## config.mk

```make
export PLATFORM = sky130hd
export DESIGN_NAME = tx_link_seq
export DESIGN_NICKNAME = d
export VERILOG_FILES = /design/src/rtl/jesd_tx_pkg.sv /design/src/rtl/tx_link_seq_sync_n_monitor.sv /design/src/rtl/tx_link_seq.sv
export SDC_FILE = /design/constraint.sdc
export NUM_CORES = 1
export LEC_CHECK = 0
export ABC_AREA = 1
export CELL_PAD_IN_SITES_DETAIL_PLACEMENT = 0
export CELL_PAD_IN_SITES_GLOBAL_PLACEMENT = 1
export CORE_ASPECT_RATIO = 0.6
export CORE_MARGIN = 3
export CORE_UTILIZATION = 35
export CTS_CLUSTER_SIZE = 8
export DETAILED_ROUTE_END_ITERATION = 12
export PLACE_DENSITY = 0.73
export SLEW_MARGIN = 30
export SYNTH_ARGS = -nofsm -noshare
export SYNTH_HDL_FRONTEND = slang
export SYNTH_SLANG_ARGS = --single-unit
```

## constraint.sdc

```tcl
create_clock -name clk -period 3.5 [get_ports clk]
set_input_delay 0.35 -clock clk [delete_from_list [all_inputs] [get_ports clk]]
set_output_delay 0.35 -clock clk [all_outputs]
set_load 0.1 [all_outputs]
```

## src/rtl/jesd_tx_pkg.sv

```systemverilog
// Shared JESD204B transmit definitions: link sequencer states and encoder mux codes.
// Used by tx_link_seq, the encoder mux and the ILA generator.
package jesd_tx_pkg;

    typedef enum logic [4:0] {
        ST_DISABLED  = 5'b00001,
        ST_CGS       = 5'b00010,
        ST_WAIT_LMFC = 5'b00100,
        ST_ILA       = 5'b01000,
        ST_DATA      = 5'b10000
    } link_state_e;

    localparam logic [2:0] LINK_MUX_USER = 3'd0;
    localparam logic [2:0] LINK_MUX_K    = 3'd1;
    localparam logic [2:0] LINK_MUX_ILA  = 3'd2;

    // Everything other than ILA and DATA keeps the encoder on /K/ comma characters.
    function automatic logic [2:0] mux_for_state(input link_state_e st);
        case (st)
            ST_ILA:  return LINK_MUX_ILA;
            ST_DATA: return LINK_MUX_USER;
            default: return LINK_MUX_K;
        endcase
    endfunction

endpackage

```

## src/rtl/tx_link_seq_sync_n_monitor.sv

```systemverilog
// SYNC~ classifier: decides when a low SYNC~ is a re-sync request and, when
// TX_LINK_SEQ_ERR_REPORT_EN is defined, when it is only an error report.
module sync_n_monitor #(
    parameter int SYNC_REQ_FRAMES = 5
) (
    input  logic clk,
    input  logic rst,
    input  logic frame_clk,
    input  logic sync_n,
    input  logic active,
    input  logic data_phase,
    output logic request,
    output logic err_report
);

    localparam logic [3:0] REQ_LAST = 4'(SYNC_REQ_FRAMES - 1);

`ifdef TX_LINK_SEQ_ERR_REPORT_EN
    logic [3:0] sync_lo_frames;
    logic       lo_active;

    // The request fires on the frame pulse that brings the low count up to SYNC_REQ_FRAMES.
    always_comb begin
        request = active && !sync_n && frame_clk && (sync_lo_frames == REQ_LAST);
    end

    // A low episode in DATA that ends without becoming a request is an error report.
    always_ff @(posedge clk) begin
        if (rst) begin
            sync_lo_frames <= '0;
            lo_active      <= 1'b0;
            err_report     <= 1'b0;
        end else begin
            if (!active || sync_n || request) begin
                sync_lo_frames <= '0;
            end else if (frame_clk) begin
                sync_lo_frames <= sync_lo_frames + 4'd1;
            end
            lo_active  <= data_phase && !sync_n && !request;
            err_report <= data_phase && sync_n && lo_active;
        end
    end
`else
    assign request    = active && !sync_n;
    assign err_report = 1'b0;

    logic unused_ok;
    assign unused_ok = &{1'b0, clk, rst, frame_clk, data_phase, REQ_LAST};
`endif

endmodule

```

## src/rtl/tx_link_seq.sv

```systemverilog
// JESD204B TX link-layer sequencer: CGS, LMFC-aligned ILA, then user data.
// Optional SYNC~ error-report debouncing is enabled by TX_LINK_SEQ_ERR_REPORT_EN.
module tx_link_seq
    import jesd_tx_pkg::*;
#(
    parameter int K_MIN_FRAMES    = 4,
    parameter int ILA_MF          = 4,
    parameter int SYNC_REQ_FRAMES = 5
) (
    input  logic       clk,
    input  logic       rst,
    input  logic       i_frame_clk,
    input  logic       i_lmfc_clk,
    input  logic       i_sync_n,
    input  logic       i_link_en,
    output logic [2:0] o_link_mux,
    output logic       o_ila_start,
    output logic [3:0] o_ila_mf_idx,
    output logic       o_link_up,
    output logic       o_err_report,
    output logic [7:0] o_resync_cnt
);

    localparam logic [3:0] K_MIN    = 4'(K_MIN_FRAMES);
    localparam logic [3:0] ILA_LAST = 4'(ILA_MF - 1);

    link_state_e state;
    link_state_e state_nxt;
    logic [3:0]  k_frame_cnt;
    logic [3:0]  ila_mf_cnt;
    logic        in_ila;
    logic        in_data;
    logic        sync_req;
    logic        resync_evt;

    assign in_ila  = (state == ST_ILA);
    assign in_data = (state == ST_DATA);

    sync_n_monitor #(
        .SYNC_REQ_FRAMES(SYNC_REQ_FRAMES)
    ) u_sync_mon (
        .clk        (clk),
        .rst        (rst),
        .frame_clk  (i_frame_clk),
        .sync_n     (i_sync_n),
        .active     (in_ila || in_data),
        .data_phase (in_data),
        .request    (sync_req),
        .err_report (o_err_report)
    );

    // Link disable outranks SYNC~, which outranks any LMFC-driven advance.
    always_comb begin
        state_nxt  = state;
        resync_evt = 1'b0;
        if (!i_link_en) begin
            state_nxt = ST_DISABLED;
        end else begin
            case (state)
                ST_DISABLED: state_nxt = ST_CGS;
                ST_CGS: begin
                    if (i_sync_n && (k_frame_cnt >= K_MIN)) state_nxt = ST_WAIT_LMFC;
                end
                ST_WAIT_LMFC: begin
                    if (!i_sync_n)       state_nxt = ST_CGS;
                    else if (i_lmfc_clk) state_nxt = ST_ILA;
                end
                ST_ILA: begin
                    if (sync_req) begin
                        state_nxt  = ST_CGS;
                        resync_evt = 1'b1;
                    end else if (i_lmfc_clk && (ila_mf_cnt == ILA_LAST)) begin
                        state_nxt = ST_DATA;
                    end
                end
                ST_DATA: begin
                    if (sync_req) begin
                        state_nxt  = ST_CGS;
                        resync_evt = 1'b1;
                    end
                end
                default: state_nxt = ST_DISABLED;
            endcase
        end
    end

    // Outputs are registered from the next state so they line up with the state register.
    always_ff @(posedge clk) begin
        if (rst) begin
            state        <= ST_DISABLED;
            k_frame_cnt  <= '0;
            ila_mf_cnt   <= '0;
            o_link_mux   <= LINK_MUX_K;
            o_ila_start  <= 1'b0;
            o_link_up    <= 1'b0;
            o_resync_cnt <= '0;
        end else begin
            state <= state_nxt;

            if (state_nxt == ST_CGS && state != ST_CGS) begin
                k_frame_cnt <= '0;
            end else if (state == ST_CGS && i_frame_clk && k_frame_cnt != 4'd15) begin
                k_frame_cnt <= k_frame_cnt + 4'd1;
            end

            if (in_ila && state_nxt != ST_ILA) begin
                ila_mf_cnt <= '0;
            end else if (in_ila && i_lmfc_clk) begin
                ila_mf_cnt <= ila_mf_cnt + 4'd1;
            end

            o_link_mux  <= mux_for_state(state_nxt);
            o_ila_start <= (state_nxt == ST_ILA) && !in_ila;
            o_link_up   <= (state_nxt == ST_DATA);

            if (resync_evt && o_resync_cnt != 8'hFF) begin
                o_resync_cnt <= o_resync_cnt + 8'd1;
            end
        end
    end

    assign o_ila_mf_idx = ila_mf_cnt;

endmodule

```

* After elaboration in Yosys (flattened, before gate mapping)
Cells that the tools add are included.
Storage, ports and cells: flip-flop bits (word level) 26, output and inout port bits 18, word-level logic and storage cells 52
Cells by class: add/subtract/negate cells 3, $lt $le $gt $ge 1, equality and inequality tests 13, mux-type cells 12, reduce and logical (&&, ||, !) cells 16
Operators with widths (number):
- 5-bit 2-to-1 mux | 7
- 5-bit one-hot mux with 5 select lines | 1
- 5-bit by 2-bit equality test with 1-bit output, second input constant | 2
- 5-bit by 4-bit equality test with 1-bit output, second input constant | 2
- 5-bit equality test, second input constant | 2
- 1-bit logical AND | 10
- 4-bit by 1-bit adder with 4-bit output, second input constant | 2
- 8-bit by 1-bit adder with 8-bit output, second input constant | 1
- 8-bit inequality test, second input constant | 1
- 2-bit OR reduction | 3
- 5-bit by 1-bit equality test with 1-bit output, second input constant | 1
- 5-bit by 3-bit equality test with 1-bit output, second input constant | 1
- 5-bit by 2-bit inequality test with 1-bit output, second input constant | 1
- 5-bit by 4-bit inequality test with 1-bit output, second input constant | 1
- 4-bit by 2-bit equality test with 1-bit output, second input constant | 1
- 4-bit by 3-bit greater-or-equal comparator with 1-bit output, second input constant | 1
- 4-bit inequality test, second input constant | 1
- 2-bit one-hot mux with 2 select lines | 1
- 1-bit 2-to-1 mux | 3
- 1-bit logical NOT | 2
- 1-bit logical OR | 1

* Logic depth before layout (Yosys ltp)
Gate-level depths: netlist of run 1.
depth after elaboration 9, mapped depth 11

* Modules after synthesis
From an unflattened synthesis of run 1, not the netlist that was laid out.
Unflattened totals: cell total of the unflattened synthesis 187, area, all modules 1393.8 µm²
By module, submodules not included:
- tx_link_seq | times used 1, cells each 183, area an instance 1372.6 µm²
- sync_n_monitor | times used 1, cells each 4, area an instance 21.3 µm²

* Least setup slack after synthesis of run 1
Ideal clock, no wire load.
path kind reg2reg, start reg o_resync_cnt[1], end reg o_resync_cnt[5], library setup time 0.068 ns, data arrival time 2.145 ns, required time 3.432 ns, path slack 1.287 ns, stages on the path, launching flop included 8, path through dfxtp_1 ha_1 nand4_1 or2_1 buf_6 nand2_8 nand2_1 a21oi_2
On the way: longest elaborated chain between the ends 2, elaborated cells between the ends (all ways) 3, classes of those cells 1 x add/sub; 1 x eq/ne; 1 x reduce/logical
Ends and longest elaborated chain:
- from (decl) | line tx_link_seq.sv:21 | output logic [7:0] o_resync_cnt
- from (signal assigned) | line tx_link_seq.sv:117 | o_resync_cnt <= o_resync_cnt + 8'd1;
- branches (longest 2 deep; another with 8-bit by 1-bit adder with 8-bit output)
Several ways; the timed one is not identified. A chain may end at the register's enable or synchronous reset.

* Worst setup path in the final report of run 1
start reg o_resync_cnt[6], end out o_resync_cnt[6]
No word-level cell between the ends.

==> flow_summary.ini, run 1 <==
[run_status]
status = complete, no violations

[die]
die_y_um = 53.1
fp.dieW_um = 84.5
dieArea_mm2 = 0.00449
initial_core_util_pct = 38.0
design.core.area_mm2 = 0.00340
rows = 16
pin_count = 24

[placed_design]
numPortBuffers = 21
post-dp-hpwl_um = 2260
dp_cells = 238
gp_congestion = 0.843

[clock_tree]
clk_latency_ns = 0.26
h-tree-depth = 1
cts_resized = 0
cts_buffers = 3
cts_buffer_depth = 2
postCtsSetupRepairBufs = 0
cts_hold_buf = 0
cts_tree = yes
ctsRootBufferMaster = clkbuf_8
clk_pin_slew_ns = 0.09
clkSinkCount = 25

[timing]
fin_worst_skew_ns = 0.00395
post-route-period-util_pct = 64.3
hold_viol_final = 0
tns_ns = 0
setup_viol = 0
slew_headroom_pct = 34.4
worst_hold_slack_ns = 0.494
drv_slew = 0
worstMarginPinSlew_ns = 0.981
fmax_mhz = 444
min_period_ns = 2.25
rsz0062_at_grt = no

[worst_setup_path]
crit_path_end_kind = primary output
critPathRequiredTime_ns = 3.15
critPathMaxFanout = 5
cp_top_family = buffers and inverters
critical_path.slowest_cell = clkdlybuf4s50_1
worstSetupPathType = flop to primary output
crit_arrival_ns = 1.90
crit_buf_inv = 1
crit_chain = clkdlybuf4s50_1
critical_path.max_stage_delay_ns = 1.18
worst_setup_path_start_kind = flop

[synth]
synth_area_leaders = dfxtp_1 (39%), nand2_1 (9.6%), nand3_1 (7.7%)
netlist_instances = 175
ys_seq_area_share_pct = 38.7
synth_seq_cells = 25
post-synth-top-area-cell = dfxtp_1
yosysWarnings = 0
syn_area_mm2 = 0.00129
synth_top_area_share_pct = 38.7
avgSynthCellArea_um2 = 7.39
synth_cell_type_count = 30

[global_routing]
grt_pass1_vias = 1013
grtUsageTotal_pct = 13.7
grtUsageMet2_pct = 18.3
grt_max_degree = 14
grt-ovfl-total = 0
grt_first_pass_wirelength_um = 4780
antenna_found_initial = 0
grtUsageMet3_pct = 4.35
grt-busiest-layer = met1
use_met1_pct = 21.3

[route]
drc = 0
wl_per_cell_um = 11.9
ant_nets = 0
wl_um = 2890
vias_per_cell = 4.69
num_vias = 1136
drt_iter0_drc = 71
drt-pass1-iter-count = 4

[pwr]
p_seq_share_pct = 58.2
power_switching_mw = 0.116
p_clk_share_pct = 34.2
leakagePower_nw = 0.636
power.total_mw = 0.493
power_density_mw_per_mm2 = 313
power_frac_comb_pct = 7.6
swShare_pct = 23.5
irDropWorstVdd_uv = 176
internal_power_mw = 0.377

[layout]
syn_to_final_growth_pct = 22.0
diodes = 0
drive_above_1_share_pct = 10.7
postLayoutCoreUtil_pct = 46.4
fin_cells = 242
fin_nets = 207

[min_path]
holdCritPathClass = flop to flop

[flow_run]
maxCapViolCount = 0
[sequential cells by signal (all words and copies together) (netlist names)]
register	flops
o_resync_cnt	8
k_frame_cnt	4
o_link_mux	2
o_link_up	1
state	5
o_ila_mf_idx	4
o_ila_start	1
[routing by layer]
| layer | vias up | wire length (um) | share of wire [%] |
|---|---|---|---|
| li1 | 608 | - | - |
| met1 | 498 | 1650 | 57 |
| met5 | - | 0 | 0 |
| met3 | 2 | 173 | 6.0 |
| met4 | 0 | 8 | 0.28 |
| met2 | 28 | 1050 | 36 |
[layout by cell type (no fill, tap or decap), types with 2 or more instances in the layout]
master           count
clkdlybuf4s50_1     21
nor2_2               4
xor2_1               4
clkbuf_8             3
nand2_2              4
inv_2                4
a21oi_2              2
xnor2_1              5
dfxtp_1             25
nand4_1              3
conb_1               2
inv_1               16
ha_1                 3
nor2_1              17
a21oi_1             14
o21ai_0              4
nand3_2              2
nand2_1             33
nand3_1             20
[metrics by stage]
stage	setup slack, ns	area (um2)
after floorplan	1.29	1300
after global placement	1.59	1530
after detailed placement	1.56	1530
after CTS	1.24	1580
after global routing	1.20	1580
final	1.25	1580
[worst register-to-register path, delay by kind of cell (launching register included)]
kind / cells / cell delay, ns
AOI/OAI and AO/OA: 1 / 0.17
adders and majority gates: 1 / 0.22
DFF: 1 / 0.38
and+or+nand+nor: 4 / 0.79
[cells in the mapped netlist]
cell type	number
nor3_1	1
inv_2	4
nand3_2	2
or2_0	1
o21ai_1	1
nor2_4	1
nor2_1	17
o31ai_1	1
nor2_2	4
a21oi_1	14
nand3_1	20
o21ai_0	4
xor2_1	4
conb_1	1
nand4_1	3
mux2i_1	1
dfxtp_1	25
ha_1	3
buf_1	1
a31oi_1	1
a21oi_2	2
o22ai_1	1
or2_1	1
buf_4	2
nand2_1	33
nand2_2	4
buf_6	1
inv_1	16
nand2_8	1
xnor2_1	5
[worst paths after layout]
path                   start              end  slack, ns  cells after the start
max          o_resync_cnt[6]  o_resync_cnt[6]       1.25                      1
min           k_frame_cnt[1]   k_frame_cnt[1]       0.49                      2
max reg2reg  o_resync_cnt[0]  o_resync_cnt[7]       1.86                      6
min reg2reg   k_frame_cnt[1]   k_frame_cnt[1]       0.49                      2
[cell families after synthesis]
kind of cell / count (synthesis) / synth area share (%)
simple gates: 88 / 32.9
mux: 1 / 0.774
fa+ha+maj: 3 / 2.90
flops: 25 / 38.7
other cells: 1 / 0.290
compound gates: 24 / 10.3
xor+xnor: 9 / 6.09
buf+inv: 24 / 8.12
[power groups by stage]
stage | combinational [mW] | clock (mW) | sequential, mW
final | 0.0375 | 0.169 | 0.287
after CTS | 0.0374 | 0.178 | 0.287
after global placement | 0.0372 | 0 | 0.294
after global routing | 0.0408 | 0.188 | 0.288
after detailed placement | 0.0371 | 0 | 0.294
after floorplan | 0.0268 | 0 | 0.294
[area by class of cell]
type,instances,area [um2]
clock buffers,4,45.0
fillers,351,1820
inverters,20,75.1
multi-input cells,127,692
flip-flops and latches,25,500
well taps,45,56.3
repair buffers,21,210
No activity file was read; power rests on OpenSTA's default activity.
==> run 2: changes to the inputs <==
CORE_UTILIZATION = 33   (was 35)
PLACE_DENSITY = 0.72   (was 0.73)
clock period = 1.8 ns   (was 3.5 ns; I/O delays follow)
==> run 2 against run 1 <==
  * Setup slack worse by 1.0 ns
  * Power grew 95%
  * Via count rose by 3.2%
  * First-iteration DRC count increased by 15%
  * Critical path type is now flop to flop
  * Sequential cell count did not move
  * Sequential power rose by 94%
  * Die area increased by 5.5%
  * Hold slack got worse by 0.0022 ns
  * Count of clock-buffer cells in the layout is the same
  * Combinational power rose by 99%
  * Non-clock buffer count up 1
  * Utilization decreased by 1.9 points
==> flow_summary.ini, run 2 (synthesized netlist as in run 1, its figures left out) <==
[timing]
fmax_mhz = 643
min_period_ns = 1.55
fin_worst_skew_ns = 0.00675
hold_viol_final = 0
drv_slew = 0
rsz0062_at_grt = no
tns_ns = 0
post-route-period-util_pct = 86.4
worst_hold_slack_ns = 0.492
setup_viol = 0

[route]
ant_nets = 0
wl_per_cell_um = 12.2
drt_iter0_drc = 82
wl_um = 2960
num_vias = 1172
drc = 0
drt-pass1-iter-count = 4
vias_per_cell = 4.82

[worst_setup_path]
crit_chain = ha_1, nand4_1, or2_1, nand2_8, nand2_1, a21oi_1
ff2ff_path_depth = 6
crit_arrival_ns = 1.74
critPathMaxFanout = 9
critPathRequiredTime_ns = 1.99
critical_path.slowest_cell = or2_1
critical_path.max_stage_delay_ns = 0.39
worst_setup_path_start_kind = flop
worstSetupPathType = flop to flop
crit_path_end_kind = flop

[layout]
final_common_cell = nand2_1
top_regs = o_resync_cnt (8), state (5)
diodes = 0
syn_to_final_growth_pct = 20.6
final_cell_mix = nand2_1 (33), nand3_1 (20), nor2_1 (17), buf_4 (17)
drive_above_1_share_pct = 23.7
regMostFlops = o_resync_cnt
fin_cells = 243
postLayoutCoreUtil_pct = 44.5
fin_nets = 208
largest_reg_flops = 8

[flow_run]
maxCapViolCount = 0

[min_path]
holdCritPathClass = flop to flop
hold_depth = 2

[placed_design]
dp_cells = 239
post-dp-hpwl_um = 2350
gp_congestion = 0.802
numPortBuffers = 21

[die]
design.core.area_mm2 = 0.00350
rows = 16
fp.dieW_um = 86.8
dieArea_mm2 = 0.00473
die_y_um = 54.5
initial_core_util_pct = 36.9
pin_count = 24

[clock_tree]
cts_buffers = 3
clk_latency_ns = 0.27
clk_pin_slew_ns = 0.09
postCtsSetupRepairBufs = 0
cts_buffer_depth = 2
h-tree-depth = 1
cts_resized = 0
cts_hold_buf = 0
cts_tree = yes
clkSinkCount = 25
ctsRootBufferMaster = clkbuf_8

[pwr]
leakagePower_nw = 0.676
p_clk_share_pct = 34.2
power_switching_mw = 0.227
irDropWorstVdd_uv = 323
swShare_pct = 23.6
power_frac_comb_pct = 7.8
internal_power_mw = 0.734
power_density_mw_per_mm2 = 615
p_seq_share_pct = 58.0

[global_routing]
grt_pass1_vias = 1064
antenna_found_initial = 0
grt_first_pass_wirelength_um = 4980
grt_max_degree = 14
grt-ovfl-total = 0
grtUsageTotal_pct = 13.9

[run_status]
status = complete, no violations
-- run 2: cell count changes in the layout (fill, tap and decap cells not counted) --
cell	previous run	this run
clkdlybuf4s50_1	21	5
dfxtp_1	25	16
buf_4	0	17
dfxtp_4	0	1
dfxtp_2	0	8
-- run 2: layout make-up --
type,count,area [um2]
multi-input cells,127,692
clock buffers,4,45.0
repair buffers,22,178
well taps,45,56.3
inverters,20,75.1
fillers,343,1940
flip-flops and latches,25,514
-- run 2: stage by stage --
stage          setup WS (ns)  total power [mW]  instance area [um2]
6_report               0.245             0.960                 1560
5_1_grt               0.0774              1.01                 1560
4_1_cts                0.246             0.976                 1560
2_1_floorplan       -0.00438             0.622                 1310
3_3_place_gp           0.248             0.644                 1520
3_5_place_dp           0.248             0.644                 1520
-- run 2: power groups by stage --
stage | clock (mW) | combinational, mW | sequential (mW)
after floorplan | 0 | 0.0521 | 0.570
after global placement | 0 | 0.0740 | 0.570
after detailed placement | 0 | 0.0735 | 0.570
after CTS | 0.345 | 0.0738 | 0.557
after global routing | 0.367 | 0.0810 | 0.558
final | 0.328 | 0.0747 | 0.557
-- run 2: routing by layer --
metal,track usage [%],routed length [um],vias to the layer above,share of wire [%]
met5,0,0,-,0
met4,2.33,10,0,0.34
met3,4.96,198,2,6.7
met2,17.3,1080,34,36
met1,21.9,1670,527,56
li1,-,-,609,-
-- run 2: path summary, 6_finish.rpt --
kind                    from               to  slack, ns
max          o_resync_cnt[1]  o_resync_cnt[2]       0.25
max reg2reg  o_resync_cnt[1]  o_resync_cnt[2]       0.25
min reg2reg   k_frame_cnt[1]   k_frame_cnt[1]       0.49
min           k_frame_cnt[1]   k_frame_cnt[1]       0.49
-- run 2: worst max-delay path, delay by kind of cell (launching register included) --
family	cells	cell delay [ns]
AOI/OAI and AO/OA	1	0.15
DFF	1	0.38
adders and majority gates	1	0.21
and+or+nand+nor	4	0.75
==> run 3: changes to the inputs <==
CELL_PAD_IN_SITES_DETAIL_PLACEMENT = 1   (was 0)
SETUP_SLACK_MARGIN = 0.2   (was unset)
==> run 3 against run 2 <==
  * Final cell count unchanged
  * Sequential power barely moved
  * Clock skew down 0.0053 ns
  * Power is essentially flat
  * Setup slack better by 0.077 ns
  * Wire length grew 22%
  * Die area is the same
  * Critical path depth rose by 3
  * Sequential share of layout area is 0.25 points lower
  * Count of clock-buffer cells in the layout unchanged
  * Highest routed layer unchanged
==> flow_summary.ini, run 3 (synthesized netlist as in run 1, its figures left out) <==
[route]
wl_per_cell_um = 14.8
ant_nets = 0
wl_um = 3600
drt_iter0_drc = 75
vias_per_cell = 4.97
drc = 0
num_vias = 1207
drt-pass1-iter-count = 4

[die]
dieArea_mm2 = 0.00473
design.core.area_mm2 = 0.00350
die_y_um = 54.5
fp.dieW_um = 86.8
rows = 16
pin_count = 24
initial_core_util_pct = 36.9

[pwr]
power_density_mw_per_mm2 = 594
power_frac_comb_pct = 8.5
power.total_mw = 0.959
swShare_pct = 23.9
p_seq_share_pct = 57.7
internal_power_mw = 0.730
p_clk_share_pct = 33.8
irDropWorstVdd_uv = 269
leakagePower_nw = 0.694
power_switching_mw = 0.229

[worst_setup_path]
crit_path_end_kind = flop
critPathMaxFanout = 7
r2r_setup_slack_ns = 0.32
critical_path.max_stage_delay_ns = 0.36
worstSetupPathType = flop to flop
critPathRequiredTime_ns = 1.99
worst_setup_path_start_kind = flop
crit_arrival_ns = 1.67
crit_chain = nor2_4, nand2_1, nand2_2, nand2_2, nand3_2, nand2_1, nor2_4, nand2_4, a21oi_1
critical_path.slowest_cell = dfxtp_1

[timing]
rsz0062_at_grt = yes
min_period_ns = 1.48
drv_slew = 0
setup_viol = 0
worst_hold_slack_ns = 0.498
fmax_mhz = 677
fin_worst_skew_ns = 0.00149
post-route-period-util_pct = 82.1
tns_ns = 0
hold_viol_final = 0

[placed_design]
gp_congestion = 0.815
dpl-instance-area_mm2 = 0.00154
post-dp-hpwl_um = 2900
dp_cells = 239
numPortBuffers = 21

[layout]
final_common_cell = nand2_1
top_regs = o_resync_cnt (8), state (5)
regMostFlops = o_resync_cnt
design_area_mm2 = 0.00161
drive_above_1_share_pct = 28.3
syn_to_final_growth_pct = 24.8
fin_nets = 208
final_cell_mix = nand2_1 (32), nand3_1 (20), buf_4 (17)
largest_reg_flops = 8
diodes = 0
fin_cells = 243

[global_routing]
grt_pass1_vias = 1136
grt_first_pass_wirelength_um = 5660
grtUsageTotal_pct = 15.9
grt_max_degree = 14
grt-ovfl-total = 0
antenna_found_initial = 0

[clock_tree]
clk_latency_ns = 0.26
h-tree-depth = 1
cts_buffers = 3
clkSinkCount = 25
clk_pin_slew_ns = 0.08
ctsRootBufferMaster = clkbuf_8
cts_tree = yes
cts_buffer_depth = 2
postCtsSetupRepairBufs = 0

[run_status]
status = complete, no violations

[min_path]
holdCritPathClass = flop to flop

[flow_run]
maxCapViolCount = 0
==> run 3: cell count changes in the layout (fill, tap and decap cells not counted), moves of 2 or more <==
| cell | previous run | this run |
|---|---|---|
| dfxtp_1 | 16 | 11 |
| dfxtp_4 | 1 | 4 |
| nor2_4 | 1 | 4 |
| nor2_2 | 4 | 2 |
| dfxtp_2 | 8 | 10 |
==> run 3: layout make-up <==
cell class              count  area, um2
clock buffers               4       45.0
fillers                   435       1890
inverters                  20       75.1
multi-input cells         127        732
flip-flops and latches     25        528
well taps                  45       56.3
repair buffers             22        178
==> run 3: power groups by stage <==
stage               Clock, mW  Combinational (mW)  Sequential, mW
floorplan                   0              0.0521           0.565
global placement            0              0.0738           0.565
detailed placement          0              0.0766           0.566
CTS                     0.335              0.0777           0.553
global route            0.355              0.0874           0.555
finish                  0.324              0.0817           0.554
==> run 3: worst max-delay path: cells and delay by family (launching register included) <==
kind            cells  cell delay [ns]
compound gates      1             0.15
flops               1             0.36
simple gates        8             0.90
==> run 3: stage by stage <==
step	setup slack, ns	util [%]
after detailed placement	0.192	43.9
after floorplan	0.188	-
after CTS	0.220	45.2
after global routing	0.184	46.1
after global placement	0.239	43.9
final	0.322	46.1
==> run 3: path summary, 6_finish.rpt <==
| kind | startpoint | end | depth (start not counted) |
|---|---|---|---|
| setup / recovery | state[1] | o_ila_mf_idx[2] | 9 |
| hold reg to reg | k_frame_cnt[1] | k_frame_cnt[1] | 2 |
| setup reg to reg | state[1] | o_ila_mf_idx[2] | 9 |
| hold / removal | k_frame_cnt[1] | k_frame_cnt[1] | 2 |
==> run 3: routing by layer <==
metal	vias to the layer above	GRT usage [%]	part of all wire [%]
li1	609	-	-
met1	564	23.2	53
met2	32	23.2	41
met3	2	4.36	6.2
met4	0	3.63	0.53
met5	-	0	0
==> run 3: what timing repair did <==
item / 4_1_cts / 5_1_grt
setup endpoints to repair: 0 / 19
hold buffers: 0 / 0
resized for setup: 0 / 10
